**src/rtl/data_ram_pkg.sv**
```systemverilog
// Shared types and helpers for the data RAM controller.
package data_ram_pkg;

  typedef enum logic [0:0] {
    CLEAR = 1'b0,
    RUN   = 1'b1
  } state_t;

  // Deepest supported read latency (core register plus one output stage).
  localparam int unsigned LAT_MAX = 2;

  // Number of byte lanes in a data word.
  function automatic int unsigned be_width(input int unsigned dwidth);
    return dwidth / 8;
  endfunction

endpackage

```
**src/rtl/data_ram_core.sv**
```systemverilog
// Storage array: byte-enabled synchronous write, one-cycle registered read.
module data_ram_core
  import data_ram_pkg::*;
#(
  parameter int unsigned DWIDTH     = 16,
  parameter int unsigned ADDR_WIDTH = 8
) (
  input  logic                          clk,
  input  logic                          rst,
  input  logic                          we,
  input  logic                          re,
  input  logic [ADDR_WIDTH-1:0]         addr,
  input  logic [DWIDTH-1:0]             wdata,
  input  logic [be_width(DWIDTH)-1:0]   be,
  output logic [DWIDTH-1:0]             rdata
);

  localparam int unsigned BW    = be_width(DWIDTH);
  localparam int unsigned DEPTH = 1 << ADDR_WIDTH;

  logic [DWIDTH-1:0] mem [DEPTH];

  // Byte-lane write; array contents are deliberately not reset.
  always_ff @(posedge clk) begin
    if (we) begin
      for (int unsigned i = 0; i < BW; i++) begin
        if (be[i]) begin
          mem[addr][8*i +: 8] <= wdata[8*i +: 8];
        end
      end
    end
  end

  // Read register only updates on a read so the output holds between reads.
  always_ff @(posedge clk) begin
    if (rst) begin
      rdata <= '0;
    end else if (re) begin
      rdata <= mem[addr];
    end
  end

endmodule

```
**src/rtl/data_ram_ctrl.sv**
```systemverilog
// Data RAM controller: clear engine, request handshake and read latency pipeline.
module data_ram_ctrl
  import data_ram_pkg::*;
#(
  parameter int unsigned DWIDTH         = 16,
  parameter int unsigned ADDR_WIDTH     = 8,
  parameter int unsigned RD_LATENCY     = 1,
  parameter int unsigned CLEAR_ON_RESET = 1
) (
  input  logic                          clk,
  input  logic                          rst,
  input  logic                          req_valid,
  output logic                          req_ready,
  input  logic                          req_we,
  input  logic [ADDR_WIDTH-1:0]         req_addr,
  input  logic [DWIDTH-1:0]             req_wdata,
  input  logic [be_width(DWIDTH)-1:0]   req_be,
  output logic                          rsp_valid,
  output logic [DWIDTH-1:0]             rsp_rdata,
  output logic                          init_done
);

  localparam int unsigned BW    = be_width(DWIDTH);
  localparam int unsigned DEPTH = 1 << ADDR_WIDTH;
  localparam int unsigned CW    = ADDR_WIDTH + 1;
  localparam logic [CW-1:0] CNT_LAST  = CW'(DEPTH - 1);
  localparam logic [CW-1:0] CNT_ONE   = CW'(1);
  localparam state_t        RST_STATE = (CLEAR_ON_RESET != 0) ? CLEAR : RUN;

  // Parameter legality checks at elaboration.
  if ((DWIDTH % 8) != 0) begin : g_bad_dwidth
    $error("data_ram_ctrl: DWIDTH must be a multiple of 8");
  end
  if ((RD_LATENCY < 1) || (RD_LATENCY > LAT_MAX)) begin : g_bad_latency
    $error("data_ram_ctrl: RD_LATENCY must be 1 or 2");
  end

  state_t            state;
  state_t            state_next;
  logic [CW-1:0]     cnt;
  logic              clearing;
  logic              accept;
  logic              rd_accept;
  logic              mem_we;
  logic              mem_re;
  logic [ADDR_WIDTH-1:0] mem_addr;
  logic [DWIDTH-1:0] mem_wdata;
  logic [BW-1:0]     mem_be;
  logic [DWIDTH-1:0] core_rdata;
  logic              rd_v1;

  // State register.
  always_ff @(posedge clk) begin
    if (rst) begin
      state <= RST_STATE;
    end else begin
      state <= state_next;
    end
  end

  // Next state: leave CLEAR after writing the last address.
  always_comb begin
    state_next = state;
    case (state)
      CLEAR:   if (cnt == CNT_LAST) state_next = RUN;
      RUN:     state_next = RUN;
      default: state_next = RST_STATE;
    endcase
  end

  // Clear address counter, restarted by every reset.
  always_ff @(posedge clk) begin
    if (rst) begin
      cnt <= '0;
    end else if (state == CLEAR) begin
      cnt <= cnt + CNT_ONE;
    end
  end

  // Sticky init flag, set on entry to RUN.
  always_ff @(posedge clk) begin
    if (rst) begin
      init_done <= 1'b0;
    end else if (state_next == RUN) begin
      init_done <= 1'b1;
    end
  end

  assign clearing  = (state == CLEAR);
  assign req_ready = (state == RUN);
  assign accept    = req_valid & req_ready;
  assign rd_accept = accept & ~req_we;

  // Array port mux: the clear engine owns the port while clearing.
  always_comb begin
    mem_we    = accept & req_we;
    mem_re    = rd_accept;
    mem_addr  = req_addr;
    mem_wdata = req_wdata;
    mem_be    = req_be;
    if (clearing) begin
      mem_we    = 1'b1;
      mem_re    = 1'b0;
      mem_addr  = cnt[ADDR_WIDTH-1:0];
      mem_wdata = '0;
      mem_be    = '1;
    end
  end

  data_ram_core #(
    .DWIDTH     (DWIDTH),
    .ADDR_WIDTH (ADDR_WIDTH)
  ) u_core (
    .clk   (clk),
    .rst   (rst),
    .we    (mem_we),
    .re    (mem_re),
    .addr  (mem_addr),
    .wdata (mem_wdata),
    .be    (mem_be),
    .rdata (core_rdata)
  );

  // Valid bit tracking the core read register.
  always_ff @(posedge clk) begin
    if (rst) begin
      rd_v1 <= 1'b0;
    end else begin
      rd_v1 <= rd_accept;
    end
  end

  if (RD_LATENCY >= 2) begin : g_lat2
    logic              rd_v2;
    logic [DWIDTH-1:0] rdata2;

    // Extra output stage; data only moves when a response is in flight.
    always_ff @(posedge clk) begin
      if (rst) begin
        rd_v2  <= 1'b0;
        rdata2 <= '0;
      end else begin
        rd_v2 <= rd_v1;
        if (rd_v1) begin
          rdata2 <= core_rdata;
        end
      end
    end

    assign rsp_valid = rd_v2;
    assign rsp_rdata = rdata2;
  end else begin : g_lat1
    assign rsp_valid = rd_v1;
    assign rsp_rdata = core_rdata;
  end

endmodule

```
**config.mk**
```make
export PLATFORM = sky130hd
export DESIGN_NAME = data_ram_ctrl
export DESIGN_NICKNAME = d
export VERILOG_FILES = /design/src/rtl/data_ram_pkg.sv /design/src/rtl/data_ram_core.sv /design/src/rtl/data_ram_ctrl.sv
export SDC_FILE = /design/constraint.sdc
export NUM_CORES = 2
export LEC_CHECK = 0
export CORE_MARGIN = 8
export CORE_UTILIZATION = 50
export CTS_BUF_LIST = sky130_fd_sc_hd__clkbuf_8
export DETAILED_ROUTE_END_ITERATION = 6
export PLACE_DENSITY = 0.68
export SYNTH_ARGS = -nofsm -noshare
export SYNTH_HDL_FRONTEND = slang
export SYNTH_HIERARCHICAL = 1
export SYNTH_SLANG_ARGS = --single-unit
```
**constraint.sdc**
```tcl
create_clock -name clk -period 5.6 [get_ports clk]
set_clock_uncertainty 0.05 [all_clocks]
set_input_delay 1.4 -clock clk [delete_from_list [all_inputs] [get_ports clk]]
set_output_delay 1.4 -clock clk [all_outputs]
set_load 0.02 [all_outputs]
```
# Word level (Yosys, flattened, before mapping)
# Memory sizes are Yosys's and may differ from the RTL's. A register that Yosys moved wholly into a read port is not among the register bits.
# Index checks and enable logic that the tools add are counted.
# Widths: inputs -> output; s select.
# word_totals
output_inout_bits	19
ramBits	4096
input_bits	30
mem_count	1
register_bits	12
word_cells	25
# op_classes
n_eq_ne	1
n_addsub	1
n_mux	13
bitwise_logic	5
# mem_list
memory	words	width	rd	rd_clocked_by_memory_dff	wr	line	source
u_core.mem	256	16	1	1	1	data_ram_core.sv:21	logic [DWIDTH-1:0] mem [DEPTH];
# op_table
op	count
$mux 16	1
$add 9x1->9 const B	1
$eq 9x8->1 const B	1
$mux 1	9
$mux 8	1
$and 1x1->1	3
$mux 2	1
$not 1->1	2
$pmux 1 s2	1

# Depth between registers and ports, before layout
# logic_depth
word_depth	5
ltp_mapped	15
depth_no_buf	8

# Cells and area by module
# The synthesis kept the hierarchy.
# modules_own_cells
mod	cells_each	area_each_um2	seq_area_each_um2	n_inst
data_ram_core	7334	160022.2	123318.3	1
data_ram_ctrl	86	721.9	240.2	1

# Least setup slack after synthesis
# OpenSTA, ideal clock, no wires.
# synth_timing
kind	input to register
from	input req_wdata[0]
to	memory u_core.mem[0][0] (data pin)
required_ns	4.683
n_path_buf	0
stages	1
setup_slack_ns	0.056
t_arrival_ns	4.627
setup_time_ns	0.867
cell_sequence	and2_1
# synth_via
elab_chain_cells	1
# synth_lines
element	line	source
start, declared	data_ram_ctrl.sv:16	input logic [DWIDTH-1:0] req_wdata,
$mux 16	data_ram_ctrl.sv:101	if (clearing) begin
end, declared	data_ram_core.sv:21	
# No other way between the ends.

# Worst setup path after layout
# layout_timing
from	register state, in the netlist req_ready
to	register u_core.rdata[6] (read register of u_core.mem)
# layout_via
elab_cells_between_ends	4
cone_classes	mux (2); bitwise (2)
# layout_lines
element	line	source
start, declared	data_ram_ctrl.sv:38	state_t state;
start signal, assigned	data_ram_ctrl.sv:57	state <= state_next;
$mux 8	data_ram_ctrl.sv:101	
via mem_addr[3]	data_ram_ctrl.sv:46	logic [ADDR_WIDTH-1:0] mem_addr;
end, declared	data_ram_core.sv:15	output logic [DWIDTH-1:0] rdata
# The timed path passes the listed nets, and every way through them passes these cells.
# A chain may end at the register's enable or synchronous reset.

==> impl_results.md <==
* Area share of the largest cell type after synthesis at 0.765
* FF-to-FF Start: req_ready$_SDFF_PP0_
* Post-synth EDFFs at 4096
* Area growth, synth to finish at 12.9%
* Die X at between 500 and 600 µm
* Io pins at 49
* Slew at the pin closest to its max-slew limit at between 1000 and 1500 ps
* Share of cells above drive strength 1 at 0.289
* Synth Instances at roughly 7.4k
* Initial antenna violation count at 14
* Clock transition at path regs at 60 ps
* CP max-delay cell: nor2_1
* Core area at 321000 µm²
* Final period utilization at 0.871
* Placed cell areas at 170000 µm²
* Most frequent cells in the layout: edfxtp_1, mux4_2, clkbuf_8
* Via density at 6.20
* Post-route cell area at 182000 µm²
* Final setup vio count at 0
* Yosys warns at 6
* Slowest stage delay, CP at 1120 ps
* Crit Path Class: register to register
* Final net count at 8389
* Fraction of registers with async set/reset at 0
* Total CTS buffers at ~630
* Largest net degree at the start of global routing at 194
* WL/cell at 31.5 µm
* Detailed Route WL at 414 mm
* Via count at a little over 80k
* TritonCTS clock tree: built
* Max Clk Rate at 205 MHz
* Most frequent CP cell: buf_4
* Seq/Total Area, Yosys at 0.769
* Mapped Nets at ~7.5k
* Maxcap violations at 0
* Detailed router's first-iteration violation count at roughly 10k
* Worst VDD drop at approximately 260 µV
* Leading area contributor after synthesis: edfxtp_1
* Die height at approximately 580 µm
* Gpl congestion at 0.871
* Total die area at about 340000 µm²
* Cell leakage power at approximately 60 nW
* PwrDens at 325 nW/µm²
* Crit Path Max Fanout at 44
* Synth top area cells: edfxtp_1, mux4_2, mux2i_1, nor2_1, mux4_1
* Post-Syn Area per Cell at 21.7 µm²
* Worst-Skew Late Latency at 1040 ps
* Slew HR at 0.0152
* RSZ-0062 raised after global routing: no
* Hold-fix buffer count after cts at 0
* Row count at 208
* Clock Path Buffers at 4
* PortBufs at 48
* Setup Buffers After CTS at 0
* Hold_sp: init_done$_SDFFE_PP0P_
* CTS root buffer: clkbuf_8
* Commonest non-fill, non-tap cell in the layout: edfxtp_1
* Total grt overflow at 0
* Crit path DAT at 5760 ps
* Total Routing Usage GR at 0.239
* Critical path cell sequence: buf_4, mux2_8, buf_12, nor2_1, a211oi_1, buf_4, nand3_1, nand3_1, nor4_1, buf_4, and3_1, a211oi_1
* Drt drc at 0
* Vias in the first global route at 82.7k
* Outcome: completed
* Critical Path Source Type: register
* Post-synthesis cell area at 161000 µm²
* Yosys reg bits at 4124
* Post-cts repair resize count at 0
* Most common flop cell mapped by yosys: edfxtp_1
* HP Class: register to register
* Crit. End Element: register
* H-Tree Depth at 6
* CTS sink cnt at ~4.1k
* First-pass GRT wire length at about 590 mm
* Crit. Startpoint: req_ready$_SDFF_PP0_
* Final hold vios at 0
* Period minus WS final at approximately 4900 ps
* Worst hold slack at 417 ps
* Pins over their slew limit at 0
* WP buf/inv at 4
* Effective utilization at floorplan at 0.501
* Top delay family on crit path: simple AND/OR/NAND/NOR gates
* ANT nets after route at 0
* Drt first pass iters at 6
* CP required at 6480 ps
* HPWL Detailed at 258 mm
* Yosys cell types at 71
-- where the power goes --
part / switching, mW / internal [mW]
Sequential: 0.0117 / 33.5
Clock: 11.3 / 11.3
Combinational: 1.68 / 1.31
-- registers in the layout, summed over array words and instances, names as in the netlist --
| name | flops |
|---|---|
| init_done | 1 |
| req_ready | 1 |
| u_core/rdata | 16 |
| cnt | 9 |
| rsp_valid | 1 |
| u_core/mem | 4096 |
-- path summary, 6_finish.rpt --
check / to / slack (ps) / cells after the start
setup / recovery: u_core/rdata[6]$_SDFFE_PP0P_ / 720 / 12
hold / removal: init_done$_SDFFE_PP0P_ / 420 / 2
setup reg to reg: u_core/rdata[6]$_SDFFE_PP0P_ / 720 / 12
hold reg to reg: init_done$_SDFFE_PP0P_ / 420 / 2
-- worst register-to-register path, cell delays in order, from the launching register on --
cell and delay [ps]:
dfxtp_1 800, buf_4 320, mux2_8 560, buf_12 370, nor2_1 1130, a211oi_1 230
buf_4 220, nand3_1 110, nand3_1 150, nor4_1 400, buf_4 210, and3_1 160
a211oi_1 70
-- layer usage --
layer,vias up,wire [µm],track usage
met5,-,13,0
met4,2,19100,0.100
met3,822,41400,0.0518
met2,4628,197000,0.379
met1,42988,156000,0.323
li1,33032,-,-
-- cell usage after synthesis, types with 6 or more instances --
| library cell | instances |
|---|---|
| nand2b_1 | 14 |
| a211oi_1 | 32 |
| buf_12 | 8 |
| nor4_1 | 6 |
| a2111oi_0 | 11 |
| nor2b_1 | 19 |
| o22ai_1 | 113 |
| nand2_1 | 102 |
| nand4_1 | 10 |
| a22oi_1 | 112 |
| mux2i_1 | 351 |
| clkbuf_1 | 185 |
| a211o_1 | 10 |
| o21bai_1 | 10 |
| o221ai_1 | 28 |
| buf_8 | 15 |
| a21oi_1 | 41 |
| edfxtp_1 | 4096 |
| nor3_1 | 21 |
| nand3_1 | 96 |
| mux2_2 | 65 |
| o21ai_0 | 33 |
| mux4_2 | 971 |
| a21boi_0 | 6 |
| and3_1 | 6 |
| buf_6 | 60 |
| a22o_1 | 11 |
| dfxtp_1 | 28 |
| mux4_1 | 33 |
| o2bb2ai_1 | 6 |
| buf_2 | 108 |
| buf_4 | 55 |
| buf_1 | 17 |
| a31oi_1 | 7 |
| a221oi_1 | 10 |
| nor2_1 | 620 |
| and2_1 | 21 |
-- stage by stage --
step / worst slack, ps / instances / TNS (ps) / total power, mW / util
after floorplan: 56.1 / 7420 / 0 / 36.1 / -
after global placement: -96.6 / 12024 / -96.6 / 37.1 / 0.531
after detailed placement: -118 / 12026 / -118 / 37.1 / 0.531
after CTS: 790 / 13127 / 0 / 59.4 / 0.566
after global routing: 638 / 13129 / 0 / 60.8 / 0.566
final: 720 / 13143 / 0 / 59.0 / 0.566
-- area by class of cell --
cell class	count	area, µm²
tap	4305	5390
sequential	4124	124000
timing repair buffer	756	6800
clock inverter	451	2200
clock buffer	650	8950
fill	23490	139000
inverter	5	18.8
antenna	15	37.5
multi-input combinational	2837	34600
-- kinds of logic (layout without fill, tap and decap cells) --
| family | Yosys count | in the layout | synth area share |
|---|---|---|---|
| other cells | 0 | 15 | 0 |
| flops | 4124 | 4124 | 0.769 |
| mux | 1420 | 1420 | 0.168 |
| buf+inv | 459 | 1862 | 0.0177 |
| fa+ha+maj | 2 | 2 | 0.000156 |
| xor+xnor | 4 | 4 | 0.000218 |
| simple gates | 944 | 944 | 0.0249 |
| compound gates | 467 | 467 | 0.0206 |
(Power assumes the default switching activity.)
